`config.mk`:
```
export PLATFORM = sky130hd
export DESIGN_NAME = alu_flag_seq_flat
export DESIGN_NICKNAME = d
export VERILOG_FILES = /design/src/rtl/alu_pkg.sv /design/src/rtl/alu_flag_seq_if.sv /design/src/rtl/alu_slice_add.sv /design/src/rtl/alu_flag_seq.sv /design/src/flat_wrapper.sv
export SDC_FILE = /design/constraint.sdc
export NUM_CORES = 1
export LEC_CHECK = 0
export ABC_CLOCK_PERIOD_IN_PS = 6500
export BUFFER_PORTS_ARGS = -buffer_cell sky130_fd_sc_hd__buf_2
export CAP_MARGIN = 20
export CORE_ASPECT_RATIO = 1.4
export CORE_MARGIN = 3
export CORE_UTILIZATION = 50
export DETAILED_ROUTE_END_ITERATION = 6
export GPL_TIMING_DRIVEN = 1
export HOLD_SLACK_MARGIN = 0.05
export PLACE_DENSITY = 0.75
export REMOVE_ABC_BUFFERS = 1
export SYNTH_ARGS = -nofsm -noshare
export SYNTH_HDL_FRONTEND = slang
export SYNTH_SLANG_ARGS = --single-unit
```
`constraint.sdc`:
```
create_clock -name clk -period 6.5 [get_ports clk]
set_input_delay 1.95 -clock clk [delete_from_list [all_inputs] [get_ports clk]]
set_output_delay 1.95 -clock clk [all_outputs]
set_load 0.1 [all_outputs]
```
`src/rtl/alu_pkg.sv`:
```
// rtl/alu_pkg.sv - shared types, slice constants and flag helper for alu_flag_seq
//
// Purpose: FSM state encoding, slice width and slice count for the slice-serial
//          adder, plus the flag-selection helper used on the last slice.
// Ports:   none (package).
// Config:  ALU_FLAG_SEQ_WIDE_SLICE_EN selects 16-bit slices; otherwise 8-bit slices.

package alu_pkg;

    typedef enum logic [1:0] {
        ST_IDLE = 2'd0,
        ST_RUN  = 2'd1,
        ST_DONE = 2'd2
    } alu_state_e;

`ifdef ALU_FLAG_SEQ_WIDE_SLICE_EN
    localparam int SW = 16;
`else
    localparam int SW = 8;
`endif

    localparam int ALU_WIDTH = 32;
    localparam int NSLICE    = ALU_WIDTH / SW;

    function automatic int slice_count(input int width);
        return width / SW;
    endfunction

    // Returns {V, N} from the last slice's carries and result MSB.
    function automatic logic [1:0] flag_vn(
        input logic sign,
        input logic sub,
        input logic cout,
        input logic cmsb,
        input logic msb
    );
        logic [1:0] vn;
        if (sign) begin
            vn = {cmsb ^ cout, msb};
        end else if (sub) begin
            // With B inverted and carry-in 1, a missing carry-out means a borrow.
            vn = {1'b0, ~cout};
        end else begin
            vn = {cout, 1'b0};
        end
        return vn;
    endfunction

endpackage

```
`src/rtl/alu_flag_seq_if.sv`:
```
// rtl/alu_flag_seq_if.sv - operand/result handshake bundle for alu_flag_seq
//
// Purpose: groups the operand handshake (in_valid/in_ready, A, B, Sub, Sign) and
//          the result handshake (out_valid/out_ready, S, Z, V, N).
// Modports: slave  - the adder (consumes operands, produces results)
//           master - the operand issuer / result consumer

interface alu_flag_seq_if #(
    parameter int WIDTH = 32
);
    logic             in_valid;
    logic             in_ready;
    logic [WIDTH-1:0] A;
    logic [WIDTH-1:0] B;
    logic             Sub;
    logic             Sign;
    logic             out_valid;
    logic             out_ready;
    logic [WIDTH-1:0] S;
    logic             Z;
    logic             V;
    logic             N;

    modport slave (
        input  in_valid, A, B, Sub, Sign, out_ready,
        output in_ready, out_valid, S, Z, V, N
    );

    modport master (
        output in_valid, A, B, Sub, Sign, out_ready,
        input  in_ready, out_valid, S, Z, V, N
    );
endinterface

```
`src/rtl/alu_slice_add.sv`:
```
// rtl/alu_slice_add.sv - combinational SW-bit adder slice
//
// Purpose: one slice of the serial adder; exposes the carry into the slice MSB
//          so signed overflow can be formed on the most significant slice.
// Ports:   a, b  - slice operands (b already inverted for subtraction)
//          cin   - carry in
//          sum   - slice sum
//          cout  - carry out of the slice MSB
//          cmsb  - carry into the slice MSB

module alu_slice_add #(
    parameter int SW = 8
) (
    input  logic [SW-1:0] a,
    input  logic [SW-1:0] b,
    input  logic          cin,
    output logic [SW-1:0] sum,
    output logic          cout,
    output logic          cmsb
);
    logic [SW-1:0] low;

    // Add the lower SW-1 bits in an SW-bit result so the top bit is the MSB carry-in.
    assign low  = {1'b0, a[SW-2:0]} + {1'b0, b[SW-2:0]} + SW'(cin);
    assign cmsb = low[SW-1];
    assign sum  = {a[SW-1] ^ b[SW-1] ^ cmsb, low[SW-2:0]};
    assign cout = (a[SW-1] & b[SW-1]) | (a[SW-1] & cmsb) | (b[SW-1] & cmsb);
endmodule

```
`src/rtl/alu_flag_seq.sv`:
```
// rtl/alu_flag_seq.sv - slice-serial add/subtract with Z/V/N flags and valid/ready handshake
//
// Purpose: computes A+B or A-B one SW-bit slice per cycle (LSB first), then holds
//          S/Z/V/N under out_valid until out_ready. Accepts operands only in IDLE.
// Ports:   clk   - clock, rising edge
//          reset - synchronous, active-high
//          bus   - alu_flag_seq_if.slave (in_valid/in_ready, A, B, Sub, Sign,
//                  out_valid/out_ready, S, Z, V, N)
// Config:  ALU_FLAG_SEQ_WIDE_SLICE_EN (via alu_pkg) selects 16-bit slices, else 8-bit.

module alu_flag_seq
    import alu_pkg::*;
#(
    parameter int WIDTH = 32
) (
    input  logic            clk,
    input  logic            reset,
    alu_flag_seq_if.slave   bus
);
    localparam int NSL = slice_count(WIDTH);
    localparam int CW  = (NSL > 1) ? $clog2(NSL) : 1;

    localparam logic [1:0] IDLE = 2'(ST_IDLE);
    localparam logic [1:0] RUN  = 2'(ST_RUN);
    localparam logic [1:0] DONE = 2'(ST_DONE);

    logic [1:0]       state, state_nx;
    logic [CW-1:0]    cnt;
    logic             carry;
    logic [WIDTH-1:0] a_q, b_q, s_q;
    logic             sub_q, sign_q;
    logic             nz_q;
    logic             z_q, v_q, n_q;
    logic             in_ready_q, out_valid_q;

    logic [SW-1:0]    sl_sum;
    logic             sl_cout, sl_cmsb;
    logic             last, accept, handoff;
    logic [1:0]       vn;

    // Operands are shifted right each RUN cycle, so the active slice is always the bottom SW bits.
    alu_slice_add #(.SW(SW)) u_slice (
        .a    (a_q[SW-1:0]),
        .b    (b_q[SW-1:0]),
        .cin  (carry),
        .sum  (sl_sum),
        .cout (sl_cout),
        .cmsb (sl_cmsb)
    );

    assign last    = (cnt == CW'(NSL - 1));
    assign accept  = bus.in_valid && in_ready_q;
    assign handoff = out_valid_q && bus.out_ready;
    assign vn      = flag_vn(sign_q, sub_q, sl_cout, sl_cmsb, sl_sum[SW-1]);

    always_comb begin
        state_nx = state;
        case (state)
            IDLE:    if (accept)  state_nx = RUN;
            RUN:     if (last)    state_nx = DONE;
            DONE:    if (handoff) state_nx = IDLE;
            default:              state_nx = IDLE;
        endcase
    end

    always_ff @(posedge clk) begin
        if (reset) begin
            state       <= IDLE;
            cnt         <= '0;
            carry       <= 1'b0;
            a_q         <= '0;
            b_q         <= '0;
            s_q         <= '0;
            sub_q       <= 1'b0;
            sign_q      <= 1'b0;
            nz_q        <= 1'b0;
            z_q         <= 1'b0;
            v_q         <= 1'b0;
            n_q         <= 1'b0;
            in_ready_q  <= 1'b1;
            out_valid_q <= 1'b0;
        end else begin
            state       <= state_nx;
            // Handshake outputs are registered decodes of the next state.
            in_ready_q  <= (state_nx == IDLE);
            out_valid_q <= (state_nx == DONE);

            if (state == IDLE && accept) begin
                a_q    <= bus.A;
                b_q    <= bus.Sub ? ~bus.B : bus.B;
                sub_q  <= bus.Sub;
                sign_q <= bus.Sign;
                carry  <= bus.Sub;
                cnt    <= '0;
                nz_q   <= 1'b0;
            end

            if (state == RUN) begin
                a_q   <= a_q >> SW;
                b_q   <= b_q >> SW;
                // Slices enter at the top and shift down; after NSL cycles S is in place.
                s_q   <= {sl_sum, s_q[WIDTH-1:SW]};
                carry <= sl_cout;
                nz_q  <= nz_q | (|sl_sum);
                cnt   <= last ? '0 : cnt + CW'(1);
                if (last) begin
                    z_q <= ~(nz_q | (|sl_sum));
                    v_q <= vn[1];
                    n_q <= vn[0];
                end
            end
        end
    end

    assign bus.in_ready  = in_ready_q;
    assign bus.out_valid = out_valid_q;
    assign bus.S         = s_q;
    assign bus.Z         = z_q;
    assign bus.V         = v_q;
    assign bus.N         = n_q;
endmodule
```
`src/flat_wrapper.sv`:
```
// flat-port wrapper written by rule: the top's interface ports become plain ports
module alu_flag_seq_flat import alu_pkg::*;
#(
    parameter int WIDTH = 32
)
  (clk, reset, bus_in_valid, bus_A, bus_B, bus_Sub, bus_Sign, bus_out_ready, bus_in_ready, bus_out_valid, bus_S, bus_Z, bus_V, bus_N);
  alu_flag_seq_if #(.WIDTH(WIDTH)) bus_i ();
  input  logic clk;
  input  logic reset;
  input wire logic [$bits(bus_i.in_valid)-1:0] bus_in_valid;
  input wire logic [$bits(bus_i.A)-1:0] bus_A;
  input wire logic [$bits(bus_i.B)-1:0] bus_B;
  input wire logic [$bits(bus_i.Sub)-1:0] bus_Sub;
  input wire logic [$bits(bus_i.Sign)-1:0] bus_Sign;
  input wire logic [$bits(bus_i.out_ready)-1:0] bus_out_ready;
  output wire logic [$bits(bus_i.in_ready)-1:0] bus_in_ready;
  output wire logic [$bits(bus_i.out_valid)-1:0] bus_out_valid;
  output wire logic [$bits(bus_i.S)-1:0] bus_S;
  output wire logic [$bits(bus_i.Z)-1:0] bus_Z;
  output wire logic [$bits(bus_i.V)-1:0] bus_V;
  output wire logic [$bits(bus_i.N)-1:0] bus_N;
  assign bus_i.in_valid = bus_in_valid;
  assign bus_i.A = bus_A;
  assign bus_i.B = bus_B;
  assign bus_i.Sub = bus_Sub;
  assign bus_i.Sign = bus_Sign;
  assign bus_i.out_ready = bus_out_ready;
  assign bus_in_ready = bus_i.in_ready;
  assign bus_out_valid = bus_i.out_valid;
  assign bus_S = bus_i.S;
  assign bus_Z = bus_i.Z;
  assign bus_V = bus_i.V;
  assign bus_N = bus_i.N;
  alu_flag_seq #(.WIDTH(WIDTH)) u_core (.clk(clk), .reset(reset), .bus(bus_i));
endmodule
```
==> summary.md, run 1 <==
| Metric | Value |
|---|---|
| Final cell count without fillers | 778 |
| Crit Path Class | in -> reg |
| Setup bufs post-CTS | 0 |
| Synth top area share | 0.4573 |
| CTS Sinks | 109 |
| Slew HR | 0.3306 |
| Num rows | 41 |
| Post-synthesis sequential area ratio | 0.4573 |
| Hold Crit Class | reg -> reg |
| Post-synth EDFFs | 0 |
| Die Width | 88.57 µm |
| Final setup viols | 0 |
| Fillers | 833 |
| Post-Route Utilization | 0.6068 |
| DPL Wire Length | 6946 µm |
| DIE HEIGHT | 121.6 µm |
| Reg2reg setup slack | 3.54 ns |
| Crit path largest cell delay | 0.53 ns |
| Synthesized netlist cell count | 596 |
| Max Fanout on Critical Path | 47 |
| Detailed Route WL | 10530 µm |
| Dpl cells | 762 |
| Top layer in use | met4 |
| Total GRT Usage | 0.2020 |
| Layout Area Growth over Synthesis | 16.75% |
| RSZ-0062 raised after global routing | false |
| Clock Skew | 0.004537 ns |
| MaxCap Viol Count | 0 |
| Mapped Area | 4772 µm² |
| Initial DRC Count | 234 |
| First-pass iteration count of the detailed router | 4 |
| Num CTS Buffers | 9 |
| Core area | 9183 µm² |
| Cts hold-fix bufs | 0 |
| Clk_lat worst skew | 0.34 ns |
| Slowest cell on the critical path | and3_2 |
| CP Capture Type | flip-flop |
| Met1 wire length | 4430 µm |
| Mean area per synthesized cell | 8.007 µm² |
| Largest net degree at the start of global routing | 97 |
| Final TNS setup | 0 ns |
| DR vias/cell | 5.496 |
| Gp weighted congestion | 0.8590 |
| Status | finished clean |
| Area leader, netlist | dfxtp_1 |
| Worst slack at placement | 2.524 ns |
| Post-route DRC | 0 |
| Die footprint | 10770 µm² |
| Worst slew pin tran | 1.004 ns |
| CTS clock-pin slew for the worst setup and hold paths | 0.07 ns |
| Highest Clock Rate | 0.2771 GHz |
| Hold WS | 0.4512 ns |
| CP top delay family | simple AND/OR/NAND/NOR gates |
| Wirelength per Cell | 13.54 µm |
| Slew Limit Fails | 0 |
| Met2 wire length | 5436 µm |
| CP most frequent cell | nor2_1 |
| ANT nets after route | 0 |
| Worst path required time | 6.69 ns |
| Synth cell types | 36 |
| Vias in the first global route | 4124 |
| FFs w/ async S/R, synth | 0 |
| CTS max path bufs | 2 |
| Crit path DAT | 3.80 ns |
| CTS tree | done |
| H-tree Lvls | 3 |
| Met3 routed WL | 431 µm |
| Final Hold Fails | 0 |
| Synthesis Warnings | 0 |
| Remaining Overflow, GRT | 0 |
| Startpoint Class | primary input |
| Starting density of the core | 0.5197 |
| Io pins | 107 |
| Global-route wire length before repair | 17630 µm |
| Final worst slack | 2.891 ns |
| Post-CTS resize count | 0 |
| Synth Flop Type | dfxtp_1 |
| #FFs+latches synth | 109 |
| Initial antenna violation count | 0 |
| Synth area leaders | dfxtp_1 (46%), nand2_1 (12%), a21oi_1 (6.6%), xnor2_1 (6.6%), nor2_1 (5.4%) |
| CP Buf/Inv Count | 2 |
| Worst IR Drop VDD | 0.1439 mV |
| Worst path cell trace | buf_2, and3_2, buf_4, nor2_1, a221oi_1, nor2_1 |
| Min Tclk post-route | 3.609 ns |
| Fin crit share | 0.5552 |
| Final net count | 746 |
| Leak Pwr | 2.215 nW |
| DR vias | 4276 |
| Fraction of layout cells with a size suffix above 1 | 0.1967 |
| Cell area power density | 287.8 nW/µm² |
| Port Buf Inserts | 106 |
| Diodes inserted | 0 |
| Clock root buffer | clkbuf_16 |
==> flip-flops by register name (all words and copies together), names as in the netlist <==
| name | flops |
|---|---|
| u_core.bus.N | 1 |
| u_core.cnt | 2 |
| u_core.sign_q | 1 |
| u_core.state | 2 |
| u_core.b_q | 32 |
| u_core.bus.out_valid | 1 |
| u_core.a_q | 32 |
| u_core.nz_q | 1 |
| u_core.sub_q | 1 |
| u_core.carry | 1 |
| u_core.bus.Z | 1 |
| u_core.bus.V | 1 |
| u_core.bus.S | 32 |
| u_core.bus.in_ready | 1 |
==> power by group <==
group	internal, W	switching [W]	total (W)
sequential	0.000722	0.0000332	0.000755
clock	0.000264	0.000251	0.000515
combinational	0.000114	0.000220	0.000334
==> through the flow <==
stage	power (W)	area (µm²)
after floorplan	0.001006	4586
after global placement	0.001091	5289
after detailed placement	0.001103	5289
after CTS	0.001616	5572
after global routing	0.001688	5572
final	0.001604	5572
==> metal layers <==
metal,GRT usage,vias up
met3,0.03248,23
met1,0.2279,1985
li1,-,2164
met5,0,-
met4,0.08412,0
met2,0.3680,104
==> final cells by class <==
cell class	instances	area, µm²	share of cell area
timing repair buffer	108	548.0	0.09836
sequential	109	2182	0.3916
clock inverter	7	57.56	0.01033
tap	107	133.9	0.02403
multi-input combinational	430	2395	0.4298
inverter	8	30.03	0.005390
clock buffer	9	225.2	0.04042
==> synth_stat cells, drive strengths merged, types with 2 or more instances <==
library cell and n:
a211oi 10, a21o 3, a21oi 63, a221oi 12, a311oi 24, a31oi 3
buf 10, clkbuf 39, dfxtp 109, fa 3, ha 7, inv 8
nand2 157, nand2b 2, nand3 6, nand3b 2, nor2 69, nor2b 2
nor3 4, o211ai 12, o21ai 2, or3 2, xnor2 36
==> cell usage in the layout, fill, tap and decap left out, types with 2 or more instances in the layout <==
cell and n:
nand2_1 157, dfxtp_1 109, buf_2 105, nor2_1 69, a21oi_1 63, xnor2_1 36
a311oi_1 24, a221oi_1 12, o211ai_1 12, a211oi_1 10, clkbuf_16 9, inv_1 8
ha_1 7, nand3_1 5, nor3_1 4, a21o_1 3, a31oi_1 3, fa_1 3
clkinvlp_4 3, buf_4 3, nor2b_4 2, o21ai_0 2, nand3b_1 2, or3_1 2
inv_6 2, clkinv_4 2
==> worst register-to-register path, cell delays in order (launching register included) <==
cell and delay (ns):
dfxtp_1 0.34, fa_1 0.44, a21o_1 0.19, nand4_1 0.09
nand3_1 0.12, a31oi_1 0.37, fa_1 0.30, nand3_1 0.10
or3_1 0.33, or4_4 0.44, o31ai_4 0.16
==> path summary, 6_finish.rpt <==
kind,from,end,cells after the start
max reg2reg,u_core.b_q[0],u_core.bus.Z,10
max,bus_in_valid,u_core.b_q[14],6
min reg2reg,u_core.b_q[23],u_core.b_q[15],2
min,u_core.b_q[23],u_core.b_q[15],2
==> kinds of logic (layout without fill, tap and decap cells) <==
group | Yosys count | after routing | synth area share
AO/OA/AOI/OAI | 134 | 134 | 0.1896
XOR/XNOR | 36 | 36 | 0.06607
adder cells (fa/ha/maj) | 10 | 10 | 0.03094
buffers and inverters | 57 | 132 | 0.04536
flip-flops | 109 | 109 | 0.4573
multiplexers | 1 | 1 | 0.002098
AND/OR/NAND/NOR | 249 | 249 | 0.2087
No activity file was read; power rests on OpenSTA's default activity.
==> inputs of run 2 (changes only) <==
--- a/config.mk
+++ b/config.mk
@@ -5,7 +5,7 @@
 export SDC_FILE = /design/constraint.sdc
 export NUM_CORES = 1
 export LEC_CHECK = 0
-export ABC_CLOCK_PERIOD_IN_PS = 6500
+export ABC_CLOCK_PERIOD_IN_PS = 3800
 export BUFFER_PORTS_ARGS = -buffer_cell sky130_fd_sc_hd__buf_2
 export CAP_MARGIN = 20
 export CORE_ASPECT_RATIO = 1.4
==> constraint.sdc (replaced) <==
create_clock -name clk -period 3.8 [get_ports clk]
set_input_delay 1.14 -clock clk [delete_from_list [all_inputs] [get_ports clk]]
set_output_delay 1.14 -clock clk [all_outputs]
set_load 0.1 [all_outputs]
==> summary.md, run 2 (synthesis results as in run 1) <==
| Metric | Value |
|---|---|
| Leak Pwr | 2.240 nW |
| First-pass iteration count of the detailed router | 4 |
| DR vias | 4233 |
| Slew Limit Fails | 0 |
| Final net count | 751 |
| Die Width | 88.57 µm |
| Vias in the first global route | 3912 |
| CTS max path bufs | 2 |
| Share of total power in sequential cells | 0.477 |
| MaxCap Viol Count | 0 |
| Final cell count without fillers | 782 |
| Post-CTS resize count | 0 |
| Num rows | 41 |
| CTS tree | done |
| Sw Ratio | 0.3003 |
| Post-route DRC | 0 |
| Final setup viols | 0 |
| CP Capture Type | flip-flop |
| Min Tclk post-route | 2.878 ns |
| Gp weighted congestion | 0.8638 |
| Max Fanout on Critical Path | 3 |
| Initial antenna violation count | 0 |
| Setup bufs post-CTS | 0 |
| Worst slew pin tran | 0.9059 ns |
| Final TNS setup | 0 ns |
| Commonest non-fill, non-tap cells in the layout | nand2_1 (157), dfxtp_1 (109), buf_2 (105) |
| CTS Sinks | 109 |
| Cell Area, Placed | 5326 µm² |
| Remaining Overflow, GRT | 0 |
| H-tree Lvls | 3 |
| Clock Power Share | 0.309 |
| Port Buf Inserts | 106 |
| Diodes inserted | 0 |
| Clock Skew | 0.004770 ns |
| Die footprint | 10770 µm² |
| Hold Crit Class | reg -> reg |
| Total GRT Usage | 0.2029 |
| Highest Clock Rate | 0.3475 GHz |
| Power Internal | 0.001892 W |
| ANT nets after route | 0 |
| Largest net degree at the start of global routing | 65 |
| Detailed Route WL | 10540 µm |
| Io pins | 107 |
| DIE HEIGHT | 121.6 µm |
| Starting density of the core | 0.5197 |
| DR vias/cell | 5.413 |
| RSZ-0062 raised after global routing | false |
| Wirelength per Cell | 13.48 µm |
| Fin crit share | 0.7573 |
| Startpoint Class | flip-flop |
| DPL Wire Length | 7382 µm |
| Hold WS | 0.4523 ns |
| Global-route wire length before repair | 17460 µm |
| Worst path required time | 4.06 ns |
| Dpl cells | 767 |
| Layout Area Growth over Synthesis | 17.07% |
| Switching Power | 0.0008121 W |
| Final Cell Area | 5587 µm² |
| Design Power | 0.002705 W |
| Crit Path Class | reg -> reg |
| Fraction of layout cells with a size suffix above 1 | 0.1970 |
| Num CTS Buffers | 9 |
| Clock root buffer | clkbuf_16 |
| Crit path DAT | 3.14 ns |
| CTS clock-pin slew for the worst setup and hold paths | 0.06 ns |
| Initial DRC Count | 208 |
| Clk_lat worst skew | 0.34 ns |
| Final Hold Fails | 0 |
| Cts hold-fix bufs | 0 |
| Worst IR Drop VDD | 0.2283 mV |
| Core area | 9183 µm² |
| Gate power share | 0.213 |
| Status | finished clean |
| Leading cell type in the layout, fill and taps excluded | nand2_1 |
| Slew HR | 0.3938 |
| Cell area power density | 484.1 nW/µm² |
## run 2: cell types whose count changed in the layout (fill, tap and decap cells not counted), sizes merged
| cell | before | now |
|---|---|---|
| buf | 108 | 113 |
| clkbuf | 9 | 13 |
| clkinvlp | 3 | 0 |
| inv | 10 | 8 |
## run 2: worst max-delay path: stages (launching register included)
cell     delay [ns]
dfxtp_1        0.33
fa_1           0.44
a21o_1         0.18
nand4_1        0.09
nand3_1        0.11
a31oi_1        0.34
fa_1           0.28
nand3_1        0.08
or3_1          0.33
or4_4          0.44
o31ai_4        0.18
## run 2: cell type report
| type | instances | area [µm²] |
|---|---|---|
| fillers | 858 | 3596 |
| multi-input cells | 430 | 2395 |
| flip-flops and latches | 109 | 2182 |
| repair buffers | 113 | 585.6 |
| clock buffers | 13 | 250.2 |
| well taps | 107 | 133.9 |
| inverters | 8 | 30.03 |
| clock inverters | 2 | 10.01 |
## run 2: layer usage
| layer | global-route usage | vias up | wire [µm] |
|---|---|---|---|
| met1 | 0.2465 | 1948 | 4413 |
| met4 | 0.07372 | 0 | 208 |
| met5 | 0 | - | 0 |
| met2 | 0.3530 | 95 | 5522 |
| met3 | 0.03721 | 17 | 399 |
| li1 | - | 2173 | - |
## run 2: final timing paths
path | startpoint | end | slack, ns | cells past startpoint
hold / removal | u_core.bus.S[1] | u_core.bus.S[1] | 0.45 | 2
hold reg to reg | u_core.bus.S[1] | u_core.bus.S[1] | 0.45 | 2
setup reg to reg | u_core.b_q[0] | u_core.bus.Z | 0.92 | 10
setup / recovery | u_core.b_q[0] | u_core.bus.Z | 0.92 | 10
## run 2: power by group through the flow
stage	Clock [W]	Combinational [W]	Sequential (W)
floorplan	0	0.000331	0.00139
global placement	0	0.000566	0.00131
detailed placement	0	0.000576	0.00132
CTS	0.000859	0.000579	0.00129
global route	0.000905	0.000643	0.00130
finish	0.000836	0.000577	0.00129
## run 2: metrics by stage
stage / utilization / setup WS, ns
6_report: 0.6084 / 0.9224
3_5_place_dp: 0.5801 / 0.9491
2_1_floorplan: - / 0.1741
3_3_place_gp: 0.5801 / 1.068
5_1_grt: 0.6084 / 0.7269
4_1_cts: 0.6084 / 0.9314
